File: src/rtl/adder_8_slice.sv
// 3-bit + 3-bit + carry-in ripple-carry slice with flat scalar ports, result on po3..po0.
// Define ADDER_8_SLICE_REG_OUT_EN to register the result (1-cycle latency, async clear).
module adder_8_slice (
    input  logic clk,
    input  logic rst_n,
    input  logic pi6,
    input  logic pi5,
    input  logic pi4,
    input  logic pi3,
    input  logic pi2,
    input  logic pi1,
    input  logic pi0,
    output logic po3,
    output logic po2,
    output logic po1,
    output logic po0
);

    logic [2:0] a;
    logic [2:0] b;
    logic [3:0] c;
    logic [2:0] s;
    logic [3:0] sum;

    assign a    = {pi6, pi5, pi4};
    assign b    = {pi3, pi2, pi1};
    assign c[0] = pi0;

    // Explicit ripple chain so the carry path matches the partitioned datapath netlist.
    for (genvar i = 0; i < 3; i++) begin : g_fa
        assign s[i]   = a[i] ^ b[i] ^ c[i];
        assign c[i+1] = (a[i] & b[i]) | (a[i] & c[i]) | (b[i] & c[i]);
    end

    assign sum = {c[3], s};

`ifdef ADDER_8_SLICE_REG_OUT_EN
    logic [3:0] sum_q;

    always_ff @(posedge clk or negedge rst_n) begin
        if (!rst_n) begin
            sum_q <= 4'b0000;
        end else begin
            sum_q <= sum;
        end
    end

    assign {po3, po2, po1, po0} = sum_q;
`else
    // Clock and reset are part of the fixed port list but unused in the combinational build.
    logic unused_clk_rst;
    assign unused_clk_rst = clk & rst_n;

    assign {po3, po2, po1, po0} = sum;
`endif

endmodule

File: config.mk
export PLATFORM = sky130hd
export DESIGN_NAME = adder_8_slice
export DESIGN_NICKNAME = d
export VERILOG_FILES = /design/src/rtl/adder_8_slice.sv
export SDC_FILE = /design/constraint.sdc
export NUM_CORES = 1
export LEC_CHECK = 0
export CAP_MARGIN = 20
export CORE_AREA = 2 2 39 41
export DETAILED_ROUTE_END_ITERATION = 7
export DIE_AREA = 0 0 41 43
export REMOVE_ABC_BUFFERS = 1
export SETUP_SLACK_MARGIN = 0.1
export SYNTH_ARGS = -nofsm -noshare
export SYNTH_HDL_FRONTEND = slang
export SYNTH_SLANG_ARGS = --single-unit
File: constraint.sdc
create_clock -name vclk -period 4.1
set_clock_uncertainty 0.15 [all_clocks]
set_input_delay 1.23 -clock vclk [all_inputs]
set_output_delay 1.23 -clock vclk [all_outputs]
set_load 0.02 [all_outputs]
==> impl_table.tex <==
\begin{tabular}{lr}
\hline
Metric & Value \\
\hline
\multicolumn{2}{l}{\textbf{Drt}} \\
Routed length per placed instance & 5.23 um \\
DR pass1 iterations & 1 \\
Highest routing layer actually used & met3 \\
Met2 routed wirelength & 93 um \\
Via count & 102 \\
Met1 wire length & 58 um \\
DR DRC count & 0 \\
Detailed route wirelength on metal3 & 57 um \\
First DRT Iteration DRCs & 0 \\
Final routed wirelength across all metal layers & 209 um \\
ANT nets after route & 0 \\
Post-DR vias/cell & 2.55 \\
\multicolumn{2}{l}{\textbf{Timing}} \\
Share of the clock period used by the worst path & 97.2\% \\
Fin. max-slew vios & 0 \\
Shortest period the worst path allows & 3990 ps \\
Slew at the pin with the worst max-slew slack & 211 ps \\
Tightest slew margin relative to the limit & 85.9\% \\
Finish-stage setup viols & 0 \\
FMAX & 251 MHz \\
Final hold violation count & 0 \\
Unrepaired setup endpoints after global routing & yes \\
\multicolumn{2}{l}{\textbf{Synthesis}} \\
Yosys Warn Count & 0 \\
Most instantiated library cell after synthesis & sky130\_fd\_sc\_hd\_\_inv\_1 \\
Cell types occupying the most area after synthesis & sky130\_fd\_sc\_hd\_\_fa\_1, sky130\_fd\_sc\_hd\_\_inv\_1 \\
Largest area contributor in the synthesized netlist & sky130\_fd\_sc\_hd\_\_fa\_1 \\
Most numerous cell types in the synthesized netlist & sky130\_fd\_sc\_hd\_\_inv\_1, sky130\_fd\_sc\_hd\_\_fa\_1 \\
Part of the Yosys area used for sequential elements & 0\% \\
Area of the mapped netlist & 97.6 um\^{}2 \\
Synth unique cells & 2 \\
Syn\_area\_per\_cell & 7.51 um\^{}2 \\
Post-synth top area share & 61.5\% \\
Synth Instances & 13 \\
\multicolumn{2}{l}{\textbf{Die}} \\
Die Y-Extent & 43 um \\
Die area & 1760 um\^{}2 \\
Floorplan core area & 1380 um\^{}2 \\
Number of rows created at floorplan & 14 \\
I/O pin count & 13 \\
Die W & 41 um \\
Initial standard-cell utilization of the core & 7.05\% \\
\multicolumn{2}{l}{\textbf{Global routing}} \\
Total congestion overflow & 0 \\
Antenna violations before repair & 0 \\
Global-route wire length before repair & 324 um \\
Vias in the first global route & 101 \\
Maximum number of pins on one net before global-route repair & 2 \\
Gr usage total & 2.41\% \\
\multicolumn{2}{l}{\textbf{Clocking}} \\
Post-CTS Hold Fix Bufs & 0 \\
Post-CTS setup buffers & 0 \\
\multicolumn{2}{l}{\textbf{Critical path}} \\
Crit path required time & 2720 ps \\
Most used cell, CP & sky130\_fd\_sc\_hd\_\_inv\_2 \\
Critical-path cell with the highest stage delay & sky130\_fd\_sc\_hd\_\_fa\_1 \\
Chain of cells forming the critical path & buf\_6, inv\_2, fa\_2, inv\_2, fa\_2, inv\_2, fa\_1, inv\_1, buf\_6 \\
Crit Path Class & in2out \\
Startpoint class of the critical path & input port \\
Critical Path Fanout Max & 1 \\
Slowest Stage Delay on Critical Path & 470 ps \\
Critical path endpoint category & output port \\
Data arrival time at the worst-slack endpoint & 2610 ps \\
\multicolumn{2}{l}{\textbf{Power}} \\
Leakage power & 0.132 nW \\
Total power consumption of the routed design & 0.0000350 W \\
Peak ir drop on the vdd network & 28.4 uV \\
Power per cell area & 151 nW/um\^{}2 \\
\multicolumn{2}{l}{\textbf{Cells and area}} \\
Share of post-route cells with drive strength above 1 & 50.0\% \\
Filler instances & 153 \\
Register Area & 0 um\^{}2 \\
Signed area change from the synthesized netlist to the final layout & 138\% \\
Flip-flop and latch count & 0 \\
Final core utilization & 16.8\% \\
Count of inserted antenna diode cells & 0 \\
Final-stage net count & 38 \\
Clock buffer instance count of the final layout & 0 \\
Area occupied by multi-input gates & 65.1 um\^{}2 \\
\multicolumn{2}{l}{\textbf{Worst hold path}} \\
Number of cells on the worst hold path & 3 \\
Worst hold path type & in2out \\
\multicolumn{2}{l}{\textbf{Status}} \\
Status & completed \\
\multicolumn{2}{l}{\textbf{Placement}} \\
Count of port buffers added during placement & 11 \\
Global placement routability congestion & 0.498 \\
Detail Placement HPWL & 209 um \\
\multicolumn{2}{l}{\textbf{Job}} \\
Maximum capacitance violations & 0 \\
\hline
\end{tabular}
-- layer usage --
layer / vias up / GRT usage [%]
met3: 0 / 0.524
met1: 41 / 2.88
met5: - / 0
met2: 10 / 4.38
li1: 51 / -
met4: 0 / 0
-- worst paths after layout --
path / start / to / slack [ps]
worst max-delay path: pi1 / po2 / 110
worst min-delay path: pi2 / po1 / 2940
-- through the flow --
step                hold slack, ps  TNS (ps)  instance area, um^2  setup slack (ps)  std cells
floorplan                     2570         0                 97.6               228         13
global placement              3480     -2050                  228              -792         40
detailed placement            3490     -2160                  228              -820         40
CTS                           3080         0                  218              46.0         40
global route                  2970         0                  233              62.8         40
finish                        2940         0                  233               113         40
-- layout make-up --
type | instances | share of cell area (%)
Timing Repair Buffer | 11 | 47.3
Multi-Input combinational cell | 3 | 28.0
Inverter | 10 | 16.1
Tap cell | 16 | 8.60
-- cells in the final DEF (no fill, tap or decap), drive strengths merged --
master,synthesis,routed
inv,10,10
fa,3,3
clkdlybuf4s50,0,3
buf,0,5
dlymetal6s2s,0,1
dlygate4sd2,0,2
-- cell families after synthesis --
kind of cell / after synthesis / synth area share (%)
buffers and inverters: 10 / 38.5
adders and majority gates: 3 / 61.5
-- repair_timing --
item,CTS,global route
endpoints found under the setup margin,4,2
gates cloned,0,0
gates resized for setup,29,4
pin swaps,3,3
-- report_power, final --
group / switching (W) / internal [W]
Clock: 0 / 0
Sequential: 0 / 0
Combinational: 0.0000171 / 0.0000180
-- critical path: cells and delay by family --
kind / cells / cell delay (ps)
fa+ha+maj: 3 / 1020
buf+inv: 6 / 360
Power figures use the tool's default switching activity.
